[src/rtl/hazard_ctrl.sv]
// Pipeline hazard sequencer for the 5-stage RV32 core: per-stage hold/bubble controls for
// load-use, EX redirects and user-confirmed IO reads, plus saturating stall/flush statistics.
module hazard_ctrl #(
  parameter int CNT_W      = 32,
  parameter int IO_TIMEOUT = 0
) (
  input  logic             clk,
  input  logic             rstn,
  input  logic [4:0]       ID_rs1_addr,
  input  logic [4:0]       ID_rs2_addr,
  input  logic             ID_uses_rs1,
  input  logic             ID_uses_rs2,
  input  logic             EX_MemRead,
  input  logic             EX_ioRead,
  input  logic [4:0]       EX_rd_addr,
  input  logic             EX_redirect,
  input  logic             MEM_ioRead,
  input  logic             io_ack,
  input  logic             clr_cnt,
  output logic             PC_Stall,
  output logic             IF_ID_Stall,
  output logic             IF_ID_Flush,
  output logic             ID_EX_Stall,
  output logic             ID_EX_Flush,
  output logic             EX_MEM_Stall,
  output logic             MEM_WB_Flush,
  output logic             io_wait,
  output logic             io_timeout,
  output logic [CNT_W-1:0] stall_cnt,
  output logic [CNT_W-1:0] flush_cnt
);

  typedef enum logic {
    RUN     = 1'b0,
    IO_WAIT = 1'b1
  } state_t;

  // The wait counter only has to reach IO_TIMEOUT-1; one bit suffices when timeouts are off.
  localparam bit                TMO_EN    = (IO_TIMEOUT > 0);
  localparam int                WAIT_W    = (IO_TIMEOUT > 2) ? $clog2(IO_TIMEOUT) : 1;
  localparam logic [WAIT_W-1:0] WAIT_LAST = WAIT_W'(TMO_EN ? IO_TIMEOUT - 1 : 0);
  localparam logic [CNT_W-1:0]  CNT_MAX   = {CNT_W{1'b1}};

  state_t            state_q, state_d;
  logic [WAIT_W-1:0] wait_cnt_q, wait_cnt_d;
  logic              io_timeout_q, io_timeout_d;
  logic [CNT_W-1:0]  stall_cnt_q, stall_cnt_d;
  logic [CNT_W-1:0]  flush_cnt_q, flush_cnt_d;

  logic ex_is_load;
  logic rs1_hit;
  logic rs2_hit;
  logic load_use;
  logic tmo;
  logic io_hold;
  logic redirect_act;
  logic load_use_act;

  // Hazard detection: x0 is never a real destination, so it never creates a dependency.
  always_comb begin
    ex_is_load = EX_MemRead | EX_ioRead;
    rs1_hit    = ID_uses_rs1 && (ID_rs1_addr == EX_rd_addr);
    rs2_hit    = ID_uses_rs2 && (ID_rs2_addr == EX_rd_addr);
    load_use   = ex_is_load && (EX_rd_addr != 5'd0) && (rs1_hit || rs2_hit);
  end

  always_comb begin
    tmo = TMO_EN && (state_q == IO_WAIT) && (wait_cnt_q == WAIT_LAST);
  end

  // Cause arbitration; everything is gated by rstn so reset forces a quiet pipeline.
  always_comb begin
    io_hold      = 1'b0;
    redirect_act = 1'b0;
    load_use_act = 1'b0;
    if (rstn) begin
      io_hold      = ((state_q == RUN) && MEM_ioRead && !io_ack) ||
                     ((state_q == IO_WAIT) && !io_ack && !tmo);
      redirect_act = !io_hold && EX_redirect;
      load_use_act = !io_hold && !EX_redirect && load_use;
    end
  end

  always_comb begin
    PC_Stall     = 1'b0;
    IF_ID_Stall  = 1'b0;
    IF_ID_Flush  = 1'b0;
    ID_EX_Stall  = 1'b0;
    ID_EX_Flush  = 1'b0;
    EX_MEM_Stall = 1'b0;
    MEM_WB_Flush = 1'b0;
    if (io_hold) begin
      // Freeze everything upstream of MEM and keep a bubble flowing into WB.
      PC_Stall     = 1'b1;
      IF_ID_Stall  = 1'b1;
      ID_EX_Stall  = 1'b1;
      EX_MEM_Stall = 1'b1;
      MEM_WB_Flush = 1'b1;
    end else if (redirect_act) begin
      IF_ID_Flush  = 1'b1;
      ID_EX_Flush  = 1'b1;
    end else if (load_use_act) begin
      PC_Stall     = 1'b1;
      IF_ID_Stall  = 1'b1;
      ID_EX_Flush  = 1'b1;
    end
  end

  // IO wait FSM: an ack in the detection cycle means the data is already there, so no wait.
  always_comb begin
    state_d      = state_q;
    wait_cnt_d   = wait_cnt_q;
    io_timeout_d = io_timeout_q;
    case (state_q)
      RUN: begin
        if (MEM_ioRead && !io_ack) begin
          state_d    = IO_WAIT;
          wait_cnt_d = '0;
        end
      end
      IO_WAIT: begin
        if (io_ack) begin
          state_d = RUN;
        end else if (tmo) begin
          state_d      = RUN;
          io_timeout_d = 1'b1;
        end else if (TMO_EN && (wait_cnt_q != WAIT_LAST)) begin
          wait_cnt_d = wait_cnt_q + WAIT_W'(1);
        end
      end
      default: state_d = RUN;
    endcase
  end

  // Statistics saturate instead of wrapping so a long run never looks quiet.
  always_comb begin
    stall_cnt_d = stall_cnt_q;
    flush_cnt_d = flush_cnt_q;
    if (clr_cnt) begin
      stall_cnt_d = '0;
      flush_cnt_d = '0;
    end else begin
      if (PC_Stall && (stall_cnt_q != CNT_MAX)) begin
        stall_cnt_d = stall_cnt_q + CNT_W'(1);
      end
      if (redirect_act && (flush_cnt_q != CNT_MAX)) begin
        flush_cnt_d = flush_cnt_q + CNT_W'(1);
      end
    end
  end

  always_ff @(posedge clk) begin
    if (!rstn) begin
      state_q      <= RUN;
      wait_cnt_q   <= '0;
      io_timeout_q <= 1'b0;
      stall_cnt_q  <= '0;
      flush_cnt_q  <= '0;
    end else begin
      state_q      <= state_d;
      wait_cnt_q   <= wait_cnt_d;
      io_timeout_q <= io_timeout_d;
      stall_cnt_q  <= stall_cnt_d;
      flush_cnt_q  <= flush_cnt_d;
    end
  end

  assign io_wait    = (state_q == IO_WAIT);
  assign io_timeout = io_timeout_q;
  assign stall_cnt  = stall_cnt_q;
  assign flush_cnt  = flush_cnt_q;

endmodule

[config.mk]
export PLATFORM = sky130hd
export DESIGN_NAME = hazard_ctrl
export DESIGN_NICKNAME = d
export VERILOG_FILES = /design/src/rtl/hazard_ctrl.sv
export SDC_FILE = /design/constraint.sdc
export NUM_CORES = 1
export LEC_CHECK = 0
export BUFFER_PORTS_ARGS = -buffer_cell sky130_fd_sc_hd__buf_2
export CELL_PAD_IN_SITES_DETAIL_PLACEMENT = 1
export CELL_PAD_IN_SITES_GLOBAL_PLACEMENT = 1
export CORE_MARGIN = 3
export CORE_UTILIZATION = 35
export DETAILED_ROUTE_END_ITERATION = 10
export PLACE_DENSITY = 0.72
export SYNTH_ARGS = -nofsm -noshare
export SYNTH_HDL_FRONTEND = slang
export SYNTH_SLANG_ARGS = --single-unit
[constraint.sdc]
create_clock -name clk -period 3.1 [get_ports clk]
set_input_delay 0.62 -clock clk [delete_from_list [all_inputs] [get_ports clk]]
set_output_delay 0.62 -clock clk [all_outputs]
set_load 0.03 [all_outputs]
==> impl_results.md, run 1 <==
- Final Critical Period: 2.71 ns
- Final setup TNS: 0 ns
- Hold_sp: stall_cnt[21]
- Ant. Diodes: 0
- Rows: 35
- RSZ-0062 raised after global routing: no
- Finished Core Util: 0.448
- Starting density of the core: 0.368
- CTS Hold Bufs: 0
- Routed WL per cell: approximately 16 µm
- Final worst slack: roughly 0.39 ns
- Cts repair resizes: 0
- Final setup vio count: 0
- Layout area overhead: 21.8%
- Vias: roughly 3500
- Post-route cell area: 4220 µm²
- Most common cell after layout, fill and taps aside: buf_2
- Cell Area, Placed: around 4100 µm²
- Slew HR: 0.582
- Die area: between 10000 and 15000 µm²
- Nets: between 500 and 600
- Buffer count from post-CTS setup fixing: 0
- GRT overflow: 0
- I/O Buffers: 96
- Die W: about 110 µm
- Synth Register Bits: 65
- Routability cong.: approximately 0.79
- Critical path launch point type: primary input
- Worst vdd ir: 0.147 mV
- Unique masters post-synth: a little under 50
- Clock Pin Slew Worst Setup and Hold Paths: about 0.08 ns
- CP max FO: 19
- Synth async-reset ratio: 0
- CP startpoint: EX_rd_addr[0]
- Power Density: 372 nW/µm²
- Num ports: 98
- WS Path Type: in2out
- Worst EP arrival: 2.09 ns
- Detail Placement HPWL: around 7700 µm
- Vias per Instance: roughly 5.5
- Crit path capture type: output port
- Clk sink count: 65
- Post-synth EDFFs: 0
- Max cap viols: 0
- Mean post-synth cell area: approximately 8.3 µm²
- CTS root buffer: clkbuf_8
- Clock buffer depth: 2
- Vias in the first global route: 3653
- Num CTS Buffers: 9
- Chip height: 105 µm
- Worst-skew pair later-pin latency: about 0.33 ns
- Final Hold Vio Count: 0
- Layout Skew: 0.0101 ns
- Register area share after synthesis: 0.376
- Worst-Margin Slew: approximately 0.63 ns
- Synth Cell Area: 3460 µm²
- CP delay by family, top: simple AND/OR/NAND/NOR gates
- H-tree Lvls: 3
- Max Clk Rate: between 300 and 400 MHz
- Top_reg_cell synth: dfxtp_1
- Post-DRT Antenna Nets: 0
- Critical-path top delay cell: or4_1
- Power Total: between 1.5 and 2 mW
- Initial antenna violation count: 0
- WL final: approximately 10000 µm
- Reg2Reg Launch Point: flush_cnt[0]
- CP Data Required Time: 2.48 ns
- Max incr delay on CP: between 0.5 and 0.6 ns
- First-pass GRT wire length: roughly 18000 µm
- Cells after synthesis: 417
- Worst-path cell chain: buf_2 -> or4_1 -> nor2_1 -> or4_4 -> o21a_4 -> inv_1 -> buf_2
- CTS tree: built
- DRC Markers: 0
- Status: complete, no violations
- Largest net degree at the start of global routing: 41
- CP most frequent cell: buf_2
- Fin crit share: 0.876
- Total track usage: 0.188
- Min-delay worst type: reg2reg
- Pleak: roughly 1.6 nW
- Core area: 9420 µm²
- DR iter-0 viols: 85
- Synth Warn #: 0
- Syn_nets: roughly 440
- Share of cells above drive strength 1: 0.253
- Pre-antenna DRT Iters: 4
- Commonest non-fill, non-tap cells in the layout: buf_2 (96), dfxtp_1 (65), nor2_1 (41)
- Max Slew Vio Count: 0
- Worst Path Buf+Inv: 3
- Worst slack at placement: ~0.38 ns
==> sequential cells by signal, summed over array words and instances (netlist names) <==
| register | flops |
|---|---|
| io_wait | 1 |
| flush_cnt | 32 |
| stall_cnt | 32 |
==> worst paths after layout <==
check / slack, ns / endpoint / cells past startpoint
setup / recovery: 0.39 / IF_ID_Stall / 7
hold / removal: 0.51 / stall_cnt[21] / 2
setup reg to reg: 0.72 / flush_cnt[22] / 7
hold reg to reg: 0.51 / stall_cnt[21] / 2
==> metal layers <==
metal / global-route usage / part of all wire / routed length (µm) / up-vias
met5: 0 / 0 / 0 / -
met4: 0.0440 / 0.011 / 110 / 0
met3: 0.0435 / 0.040 / 407 / 9
met2: 0.333 / 0.50 / 5120 / 58
met1: 0.230 / 0.45 / 4530 / 1727
li1: - / - / - / 1725
==> logic make-up after synthesis <==
logic type,synth area share
simple gates,0.340
compound gates,0.142
flops,0.376
xor+xnor,0.0936
buf+inv,0.0372
fa+ha+maj,0.00722
other cells,0.00108
mux,0.00289
==> stage by stage <==
step,cells,hold WS (ns)
2_1_floorplan,417,0.596
3_3_place_gp,627,0.483
3_5_place_dp,627,0.503
4_1_cts,642,0.513
5_1_grt,642,0.545
6_report,642,0.514
==> area by class of cell <==
| type | instances | area [µm²] |
|---|---|---|
| Fill cell | 1168 | 5200 |
| Multi-Input combinational cell | 324 | 2040 |
| Sequential cell | 65 | 1300 |
| Timing Repair Buffer | 100 | 523 |
| Tap cell | 129 | 161 |
| Clock buffer | 12 | 145 |
| Inverter | 9 | 33.8 |
| Clock inverter | 3 | 17.5 |
==> cell usage after synthesis (all sizes together), types with 5 or more instances <==
library cell / number / area share
o21ai: 21 / 0.030
clkbuf: 10 / 0.011
nand3: 24 / 0.035
nand4: 30 / 0.056
a21oi: 30 / 0.043
and3: 9 / 0.016
o31ai: 11 / 0.024
nor2: 41 / 0.044
and4: 5 / 0.013
xor2: 15 / 0.038
dfxtp: 65 / 0.38
inv: 9 / 0.0098
buf: 9 / 0.017
nor3: 8 / 0.013
nor4: 7 / 0.019
xnor2: 22 / 0.056
nand2: 32 / 0.035
or4: 18 / 0.041
or3: 21 / 0.039
==> tightest hold or removal path, delay by kind of cell (launching register included) <==
family             cells  cell delay [ns]
DFF                    1             0.33
AOI/OAI and AO/OA      2             0.14
==> report_power, final <==
group / internal [mW] / switching (mW)
Clock: 0.306 / 0.322
Sequential: 0.836 / 0.00143
Combinational: 0.0373 / 0.0664
Total: 1.18 / 0.390
No activity file was read; power rests on OpenSTA's default activity.
==> run 2: changes to the inputs <==
Settings changed: CORE_UTILIZATION 35 to 38, PLACE_DENSITY 0.72 to 0.77.
==> impl_results.md, run 2 (same netlist as run 1, synthesis figures left out) <==
- Starting density of the core: 0.393 (+0.0255)
- Layout area overhead: 21.3%
- Pleak: 1.58 nW (+0.54%)
- CTS root buffer: clkbuf_8
- Max Clk Rate: 370 MHz (+0.32%)
- Power Density: 386 nW/µm² (+3.7%)
- Worst Path Buf+Inv: 3 (unchanged)
- Slew HR: 0.550 (-0.0319)
- Placed insts: 607 (-3.2%)
- RSZ-0062 raised after global routing: no
- Fill cell count: 1092 (-6.5%)
- Routability cong.: 0.800 (+1.4%)
- Max Slew Vio Count: 0 (unchanged)
- Clock share of power: 0.420 (+0.020)
- Commonest non-fill, non-tap cells in the layout: buf_2 (96), dfxtp_1 (65), nor2_1 (41)
- Finished Core Util: 0.477 (+0.0290)
- First-pass GRT wire length: 16900 µm (-4.0%)
- Int Pwr: 1.24 mW (+4.9%)
- Clock buffer depth: 2 (unchanged)
- WS Path Type: in2out
- Num ports: 98 (unchanged)
- Clk sink count: 65 (unchanged)
- Num CTS Buffers: 9 (unchanged)
- Detail Placement HPWL: 7520 µm (-1.7%)
- Part of the power in combinational logic: 0.063 (-0.003)
- CP Data Required Time: 2.48 ns (about the same)
- Total track usage: 0.202 (+0.0135)
- Vias per Instance: 5.56 (+1.5%)
- Final Critical Period: 2.71 ns (-0.00872 ns)
- CP max FO: 19 (unchanged)
- Die W: 101 µm (-3.8%)
- H-tree Lvls: 3 (unchanged)
- Layout Skew: 0.00798 ns (-0.00216 ns)
- Worst-skew pair later-pin latency: 0.33 ns (about the same)
- CTS Hold Bufs: 0 (unchanged)
- Vias in the first global route: 3499 (-4.2%)
- Max incr delay on CP: 0.52 ns (about the same)
- Grt met2 use: 0.354 (+0.0203)
- Worst vdd ir: 0.207 mV (+41%)
- Worst-path cell chain: buf_2 -> or4_1 -> nor2_1 -> or4_4 -> o21a_4 -> inv_1 -> buf_2
- Chip height: 101 µm (-3.8%)
- Met1 usage: 0.254 (+0.0240)
- Final setup TNS: 0 ns (unchanged)
- Initial antenna violation count: 0 (unchanged)
- Pre-antenna DRT Iters: 4 (unchanged)
- I/O Buffers: 96 (unchanged)
- Ant. Diodes: 0 (unchanged)
- Min-delay worst type: reg2reg
- Worst EP arrival: 2.09 ns (about the same)
- Flop pwr share: 0.517 (-0.017)
- Cts repair resizes: 0 (unchanged)
- Net Switching: 0.384 mW (-1.5%)
- Most common cell after layout, fill and taps aside: buf_2
- Share of cells above drive strength 1: 0.255 (+0.00145)
- Max cap viols: 0 (unchanged)
- Final setup vio count: 0 (unchanged)
- Vias: 3459 (-1.7%)
- Critical path launch point type: primary input
- Post-DRT Antenna Nets: 0 (unchanged)
- Crit path capture type: output port
- Nets: 537 (+0.19%)
- CTS tree: built
- Fin crit share: 0.873 (-0.00281)
- GR Util met3: 0.0393 (-0.00422)
- Final Hold Vio Count: 0 (unchanged)
- Status: complete, no violations
- CP delay by family, top: simple AND/OR/NAND/NOR gates
- Buffer count from post-CTS setup fixing: 0 (unchanged)
- Die area: 10300 µm² (-7.5%)
- Worst-Margin Slew: 0.674 ns (+0.0492 ns)
- Largest net degree at the start of global routing: 34 (-17%)
- Cell Count, Final, Fillers Out: 622 (-3.1%)
- GRT overflow: 0 (unchanged)
- Routed WL per cell: 16.1 µm (+1.4%)
- WL final: 9990 µm (-1.8%)
- Core area: 8810 µm² (-6.5%)
- Rows: 34 (-2.9%)
- GR peak layer: met2
- Sw Ratio: 0.237 (-0.0116)
- Critical-path top delay cell: or4_1
- Clock Pin Slew Worst Setup and Hold Paths: 0.07 ns (about the same)
- DR iter-0 viols: 100 (+18%)
- Worst hold slack: 0.506 ns (-0.00718 ns)
- CP most frequent cell: buf_2
- Power Total: 1.62 mW (+3.3%)
- DRC Markers: 0 (unchanged)
-- run 2: cell count changes in the layout (fill, tap and decap cells not counted) --
cell        before  now
buf_4            3    5
buf_12           1    0
bufinv_16        0    1
clkbuf_8        10    9
clkinv_2         2    3
clkinvlp_4       1    0
-- run 2: layout make-up --
| class | count | area, µm² | share of cell area |
|---|---|---|---|
| Clock buffer | 11 | 131 | 0.0313 |
| Timing Repair Buffer | 101 | 518 | 0.123 |
| Clock inverter | 4 | 45.0 | 0.0107 |
| Tap cell | 108 | 135 | 0.0322 |
| Inverter | 9 | 33.8 | 0.00804 |
| Multi-Input combinational cell | 324 | 2040 | 0.485 |
| Sequential cell | 65 | 1300 | 0.310 |
-- run 2: through the flow --
stage | setup slack (ns) | cell area [µm²]
6_report | 0.394 | 4200
2_1_floorplan | 0.228 | 3460
3_3_place_gp | 0.380 | 4020
3_5_place_dp | 0.383 | 4020
5_1_grt | 0.304 | 4200
4_1_cts | 0.374 | 4200
-- run 2: power by group through the flow --
stage                     clock [mW]  sequential (mW)  combinational [mW]
after global routing           0.745            0.837               0.113
final                          0.681            0.837               0.102
after floorplan                    0            0.859              0.0654
after CTS                      0.706            0.837               0.104
after global placement             0            0.857               0.102
after detailed placement           0            0.857               0.104
-- run 2: worst paths after layout --
kind / depth (start not counted) / slack (ns) / startpoint / endpoint
setup / recovery: 7 / 0.39 / EX_rd_addr[0] / IF_ID_Stall
hold / removal: 2 / 0.51 / stall_cnt[12] / stall_cnt[12]
setup reg to reg: 7 / 0.70 / flush_cnt[1] / flush_cnt[30]
hold reg to reg: 2 / 0.51 / stall_cnt[12] / stall_cnt[12]
-- run 2: routing by layer --
layer  up-vias  share of wire  routed length [µm]
li1       1722              -                   -
met1      1667           0.45                4540
met2        62           0.49                4930
met3         8          0.043                 425
met4         0         0.0096                  96
met5         -              0                   0
-- run 2: worst reg2reg max path: cells and delay by family, from the launching register on --
kind | cells | cell delay (ns)
simple gates | 4 | 1.04
compound gates | 1 | 0.48
flops | 1 | 0.42
fa+ha+maj | 1 | 0.19
xor+xnor | 1 | 0.16
